===== src/rtl/fetch_unit.sv =====
`default_nettype none
// +----------------------------------------------------------------------------+
// | Module      : fetch_unit                                                   |
// | Description : Instruction fetch stage. Owns the PC and the instruction     |
// |               register, runs the req/ack read handshake to instruction RAM |
// |               and commits sequential / branch / jump PC updates.           |
// | Options     : FETCH_TIMEOUT_EN - fault when RAM ack exceeds TIMEOUT_CYCLES |
// | Revision    : 1.0 - initial release                                        |
// +----------------------------------------------------------------------------+
module fetch_unit #(
   parameter logic [31:0] RESET_PC       = 32'h0000_0000,
   parameter int unsigned TIMEOUT_CYCLES = 16
) (
   input  logic        clk,
   input  logic        reset,
   input  logic        start_i,
   input  logic        pc_update_i,
   input  logic        branch_taken_i,
   input  logic        jump_i,
   input  logic [31:0] target_i,
   output logic        req_o,
   output logic [31:0] addr_o,
   input  logic        ack_i,
   input  logic [31:0] data_i,
   output logic [31:0] ir_o,
   output logic        ir_valid_o,
   output logic [31:0] pc_o,
   output logic [31:0] pc_plus4_o,
   output logic        busy_o,
   output logic        fault_o,
   output logic [1:0]  fault_cause_o
);

   typedef enum logic [1:0] {
      ST_IDLE  = 2'd0,
      ST_REQ   = 2'd1,
      ST_FAULT = 2'd2
   } state_t;

   localparam logic [1:0] CAUSE_NONE     = 2'b00;
   localparam logic [1:0] CAUSE_MISALIGN = 2'b01;

   // Elaboration-time sanity checks on the configuration.
   generate
      if (RESET_PC[1:0] != 2'b00) begin : g_bad_reset_pc
         $error("fetch_unit: RESET_PC must be word aligned");
      end
      if (TIMEOUT_CYCLES < 1) begin : g_bad_timeout
         $error("fetch_unit: TIMEOUT_CYCLES must be at least 1");
      end
   endgenerate

   state_t      state_q, state_d;
   logic [31:0] pc_q, pc_d;
   logic [31:0] addr_q, addr_d;
   logic [31:0] ir_q, ir_d;
   logic        ir_valid_q, ir_valid_d;
   logic        fault_q, fault_d;
   logic [1:0]  cause_q, cause_d;
   logic        pend_q, pend_d;
   logic        pend_take_q, pend_take_d;
   logic [31:0] pend_target_q, pend_target_d;

   logic        upd_valid;
   logic        upd_take;
   logic [31:0] upd_target;
   logic        upd_misalign;
   logic [31:0] upd_pc;
   logic [31:0] pc_plus4;

   assign pc_plus4 = pc_q + 32'd4;

   // Resolve the update to apply in IDLE: a fresh pulse overrides a pending one.
   assign upd_valid    = pc_update_i | pend_q;
   assign upd_take     = pc_update_i ? (jump_i | branch_taken_i) : pend_take_q;
   assign upd_target   = pc_update_i ? target_i : pend_target_q;
   assign upd_misalign = upd_take & (upd_target[1:0] != 2'b00);
   assign upd_pc       = upd_take ? upd_target : pc_plus4;

`ifdef FETCH_TIMEOUT_EN
   localparam logic [1:0] CAUSE_TIMEOUT = 2'b10;
   localparam int         CNT_W         = $clog2(TIMEOUT_CYCLES + 1);
   localparam logic [CNT_W-1:0] TO_LAST = CNT_W'(TIMEOUT_CYCLES - 1);

   logic [CNT_W-1:0] to_cnt_q, to_cnt_d;

   // Count REQ cycles without ack; zero everywhere else so REQ entry starts clean.
   always_comb begin
      to_cnt_d = '0;
      if (state_q == ST_REQ && !ack_i) begin
         to_cnt_d = to_cnt_q + CNT_W'(1);
      end
   end

   // Timeout counter register.
   always_ff @(posedge clk or posedge reset) begin
      if (reset) begin
         to_cnt_q <= '0;
      end else begin
         to_cnt_q <= to_cnt_d;
      end
   end
`endif

   // Next-state and datapath decisions for the fetch FSM.
   always_comb begin
      state_d       = state_q;
      pc_d          = pc_q;
      addr_d        = addr_q;
      ir_d          = ir_q;
      ir_valid_d    = 1'b0;
      fault_d       = fault_q;
      cause_d       = cause_q;
      pend_d        = pend_q;
      pend_take_d   = pend_take_q;
      pend_target_d = pend_target_q;
      case (state_q)
         ST_IDLE: begin
            pend_d = 1'b0;
            if (upd_valid && upd_misalign) begin
               // A bad target kills any fetch requested in the same cycle.
               fault_d = 1'b1;
               cause_d = CAUSE_MISALIGN;
               state_d = ST_FAULT;
            end else begin
               if (upd_valid) begin
                  pc_d = upd_pc;
               end
               if (start_i) begin
                  addr_d  = upd_valid ? upd_pc : pc_q;
                  state_d = ST_REQ;
               end
            end
         end
         ST_REQ: begin
            if (pc_update_i) begin
               pend_d        = 1'b1;
               pend_take_d   = jump_i | branch_taken_i;
               pend_target_d = target_i;
            end
            if (ack_i) begin
               ir_d       = data_i;
               ir_valid_d = 1'b1;
               state_d    = ST_IDLE;
            end
`ifdef FETCH_TIMEOUT_EN
            else if (to_cnt_q == TO_LAST) begin
               fault_d = 1'b1;
               cause_d = CAUSE_TIMEOUT;
               state_d = ST_FAULT;
            end
`endif
         end
         default: begin
            state_d = ST_FAULT;
         end
      endcase
   end

   // State and datapath registers; reset aborts any transaction immediately.
   always_ff @(posedge clk or posedge reset) begin
      if (reset) begin
         state_q       <= ST_IDLE;
         pc_q          <= RESET_PC;
         addr_q        <= RESET_PC;
         ir_q          <= 32'h0;
         ir_valid_q    <= 1'b0;
         fault_q       <= 1'b0;
         cause_q       <= CAUSE_NONE;
         pend_q        <= 1'b0;
         pend_take_q   <= 1'b0;
         pend_target_q <= 32'h0;
      end else begin
         state_q       <= state_d;
         pc_q          <= pc_d;
         addr_q        <= addr_d;
         ir_q          <= ir_d;
         ir_valid_q    <= ir_valid_d;
         fault_q       <= fault_d;
         cause_q       <= cause_d;
         pend_q        <= pend_d;
         pend_take_q   <= pend_take_d;
         pend_target_q <= pend_target_d;
      end
   end

   assign req_o         = (state_q == ST_REQ);
   assign busy_o        = (state_q == ST_REQ);
   assign addr_o        = addr_q;
   assign ir_o          = ir_q;
   assign ir_valid_o    = ir_valid_q;
   assign pc_o          = pc_q;
   assign pc_plus4_o    = pc_plus4;
   assign fault_o       = fault_q;
   assign fault_cause_o = cause_q;

endmodule
`default_nettype wire


===== config.mk =====
export PLATFORM = sky130hd
export DESIGN_NAME = fetch_unit
export DESIGN_NICKNAME = d
export VERILOG_FILES = /design/src/rtl/fetch_unit.sv
export SDC_FILE = /design/constraint.sdc
export NUM_CORES = 1
export LEC_CHECK = 0
export ABC_CLOCK_PERIOD_IN_PS = 4400
export BUFFER_PORTS_ARGS = -buffer_cell sky130_fd_sc_hd__buf_2
export CAP_MARGIN = 20
export CELL_PAD_IN_SITES_DETAIL_PLACEMENT = 1
export CELL_PAD_IN_SITES_GLOBAL_PLACEMENT = 2
export CORE_MARGIN = 2
export CORE_UTILIZATION = 32
export DETAILED_ROUTE_END_ITERATION = 6
export PLACE_DENSITY = 0.87
export SETUP_SLACK_MARGIN = 0.3
export SYNTH_ARGS = -nofsm -noshare
export SYNTH_HDL_FRONTEND = slang
export SYNTH_SLANG_ARGS = --single-unit

===== constraint.sdc =====
create_clock -name clk -period 4.4 [get_ports clk]
set_input_delay 0.22 -clock clk [delete_from_list [all_inputs] [get_ports clk]]
set_output_delay 0.22 -clock clk [all_outputs]
set_load 0.005 [all_outputs]

# After elaboration in Yosys (flattened, before gate mapping)
# Index checks and enable logic that the tools add are counted.
[totals] register_bits=134 input_bits=71 word_cells=40
[classes] n_addsub=1 n_eq_ne=4 muxes=12 bitwise_logic=4 n_reduce_logical=10
[op_table] operator="two-way mux 32 bit" n=3
[op_table] operator="adder 32 x 3 -> 32 bit (second input constant)" n=1
[op_table] operator="AND reduction 2 bit" n=5
[op_table] operator="two-way mux 2 bit" n=3
[op_table] operator="two-way mux 1 bit" n=4
[op_table] operator="!= test 2 bit (second input constant)" n=2
[op_table] operator="one-hot mux 2 bit (2 select lines)" n=1
[op_table] operator="nonzero test 2 bit" n=2
[op_table] operator="!= test 3 bit (second input constant)" n=1
[op_table] operator="AND reduction 3 bit" n=1
[op_table] operator="equality test 2 x 1 -> 1 bit (second input constant)" n=1
[op_table] operator="logical NOT 2 bit" n=1
[op_table] operator="OR 1 bit" n=2
[op_table] operator="one-hot mux 1 bit (2 select lines)" n=1
[op_table] operator="AND 1 bit" n=1
[op_table] operator="logical AND 1 bit" n=1
[op_table] operator="inverter 1 bit" n=1

# Logic depth before layout (Yosys ltp)
[logic_depth] depth_word=6 depth_mapped=8

# Worst setup path after synthesis
# Ideal clock, no wire load.
[synth_path] path_type="register to output" from="register pc_q[2], in the netlist pc_o[2]" to="output pc_plus4_o[30]" arrival_time_ps=1961 required_time_ps=4180 path_slack_ps=2219 stages_incl_launch_ff=7 path_cell_list="dfrtp_1 > ha_1 > and4_1 > nand4_2 > nor4_2 > nand2_1 > xnor2_1"
[synth_between] elab_chain_len=1
[synth_lines] item="start, declared" line_no="54" rtl="logic [31:0] pc_q, pc_d;"
[synth_lines] item="start signal, assigned" line_no="175" rtl="pc_q <= pc_d;"
[synth_lines] item="adder 32 x 3 -> 32 bit" line_no="71" rtl="assign pc_plus4 = pc_q + 32'd4;"
[synth_lines] item="end, declared" line_no="28" rtl="output logic [31:0] pc_plus4_o,"
# No other way between the ends.

# Worst setup path in the final report
# Ends and elaborated chain as after synthesis.

==> flow_summary.ini <==
[power_and_ir_drop]
p_int_mw = 2.138
power_frac_seq_pct = 43.1
pwr-share-clk_pct = 50.9
powerDensity_nw_per_um2 = 323.3
p_switching_mw = 0.7291
switching_share_pct = 25.43
ir_worst_vdd_v = 0.0002563
p_leak_nw = 4.482
combinationalPowerShare_pct = 6.0

[grt]
grt_max_degree = 102
grt_pass1_wl_um = 37890
grt_pass1_vias = 6484
grt_usage_pct = 20.67
grt_antenna_before_repair = 1
grt_overflow = 0

[cells_and_area]
n_antenna_cell = 0
fin_area_sq_um = 8869
final_nets = 944
fillCellCount = 2453
mostFrequentLayoutCell = buf_2
stdcell_count = 1165
areaGrowthSynthToFinish_pct = 25.94
drive_gt1_share_pct = 38.87
layout_common_cells = 203 x buf_2, 134 x dfrtp_1, 69 x mux2_2, 59 x nor2_1, 49 x nand2_1
final_core_util_pct = 40.89

[synth]
ys_types = 66
syn_area_sq_um = 7042
yosysSeqAreaShare_pct = 47.62
synth_nets = 765
synth_edf_count = 0
synthCells = 693
async_flop_share_pct = 100.0
yosys_warnings = 0
ys_ff_latch = 134
synthFlopType = dfrtp_1
syn_avg_cell_area_sq_um = 10.16

[floorplanning]
rows = 54
initial_core_util_pct = 32.47
die_x_um = 152.3
die-area_sq_um = 23210
io_pins = 205
fp.coreArea_sq_um = 21690
die_h_um = 152.3

[clocking]
cts.path.max_buffers = 2
cts_buffers = 17
h-tree-depth = 4
holdBufCountCts = 1
cts_setup_buffers = 0
clock-sinks = 134
insertion_delay_ns = 0.43
clk_pin_slew_worst_paths_ns = 0.06
cts-root-buf = clkbuf_16
cts_tree = built
ctsResizeCount = 0

[place]
placed_area_sq_um = 8263
hpwl_um = 17540
portBuffers = 203
globalplace.congestion = 0.8376
dp_cells = 1132
dp_slack_ns = 1.744

[worst_setup_path]
cp_data_arrival_time_ns = 2.85
cp_max_fo = 9
critPathCaptureType = output pin
worstSetupStartpoint = pc_o[2]
cp.required_ns = 4.18
path_class = register to output pin
r2r_start = pc_o[2]
r2r_cells = 6
cp-start-kind = register

[min_path]
hp-class = input port to async pin

[sta]
finalClockSkew_ns = 0.01412
tightest_slew_ns = 1.044
rsz0062_at_grt = false
fin_tns_setup_ns = 0
setup_viol = 0
fin_worst_hold_slack_ns = -0.04859
min_period_ns = 3.070
drv_slew = 0
fmax_mhz = 325.8
fin_crit_sh_pct = 69.76
worst_slack_ns = 1.330
finalHoldViolCount = 20
slew_headroom_pct = 28.62

[route]
via_per_inst = 5.313
ant_nets = 0
drt_wl_total_um = 23790
drt_iter0_drc = 398
wire_per_inst_um = 20.42
vias = 6190
drt_first_pass_iters = 4
drc = 0

[run_status]
outcome = complete, but fails checks
violations = negative hold slack

[flow_run]
drv_cap = 0
metrics by stage:
step,hold WS [ns],total power [mW]
3_3_place_gp,0.4502,1.427
3_5_place_dp,0.4557,1.430
6_report,-0.04859,2.867
5_1_grt,0.009841,2.969
2_1_floorplan,0.3706,1.350
4_1_cts,0.0001284,2.899
final timing paths:
| check | endpoint | slack (ns) |
|---|---|---|
| worst max-delay path | pc_plus4_o[30] | 1.33 |
| worst min-delay path | pend_target_q[8] | -0.05 |
| worst max register to register | addr_o[28] | 1.68 |
| worst min register to register | addr_o[8] | 0.48 |
| max in group asynchronous | ir_o[17] | 3.44 |
| min in group clk | ir_o[5] | 0.02 |
power groups by stage:
stage                     logic, mW  clock network, mW  registers [mW]
after global routing          0.190               1.54            1.23
after global placement        0.169                  0            1.26
after floorplan              0.0939                  0            1.26
after CTS                     0.173               1.49            1.24
final                         0.172               1.46            1.24
after detailed placement      0.171                  0            1.26
registers in the layout, indices dropped and copies added, names as in the netlist:
name / cells
fault_o: 1
pend_q: 1
state_q: 2
addr_o: 32
ir_valid_o: 1
pend_target_q: 32
pc_o: 32
pend_take_q: 1
ir_o: 32
cells by family (layout without fill, tap and decap cells):
| family | count (synthesis) | in the layout | synth area share [%] |
|---|---|---|---|
| muxes | 90 | 90 | 14.02 |
| and+or+nand+nor | 197 | 197 | 14.30 |
| adders and majority gates | 1 | 1 | 0.1777 |
| DFF | 134 | 134 | 47.62 |
| xor gates and xnor gates | 26 | 26 | 3.234 |
| other | 1 | 1 | 0.05325 |
| AOI/OAI and AO/OA | 172 | 172 | 15.97 |
| buffers and inverters | 72 | 264 | 4.620 |
area by class of cell:
| cell class | instances | area (sq um) | share of cell area [%] |
|---|---|---|---|
| timing repair buffer | 221 | 1154 | 13.01 |
| sequential | 134 | 3353 | 37.81 |
| multi-input combinational | 487 | 3369 | 37.99 |
| inverter | 11 | 46.29 | 0.5220 |
| clock inverter | 15 | 170.2 | 1.919 |
| clock buffer | 17 | 425.4 | 4.797 |
| tap | 280 | 350.3 | 3.950 |
metal layers:
metal,part of all wire [%],vias to the layer above,GRT usage (%)
met2,46,226,32.15
li1,-,2881,-
met5,0.055,-,0
met1,46,3059,28.26
met4,1.6,2,7.032
met3,6.8,22,5.091
cell usage after synthesis, types with 8 or more instances:
master,count,share of area (%)
nand2_1,49,2.6
o21ai_0,43,3.1
dfrtp_1,134,48
nor3_1,10,0.71
mux2i_1,21,3.0
mux2_2,69,11
xnor2_1,18,2.2
inv_1,11,0.59
nor2_1,60,3.2
clkbuf_1,29,1.5
o22ai_1,8,0.71
a21oi_1,29,2.1
buf_2,20,1.4
a211oi_1,12,1.3
nor2b_1,10,0.89
nand3_1,18,1.3
nand4_1,9,0.80
a31oi_1,22,2.0
xor2_1,8,1.0
worst max-delay path, stage by stage (launching register included):
cell and delay (ns):
dfrtp_1 0.49, ha_1 0.32, and4_1 0.33, nand4_2 0.26, nor4_2 0.60, nand2_1 0.14, xnor2_1 0.14, buf_2 0.13
Power figures use the tool's default switching activity.
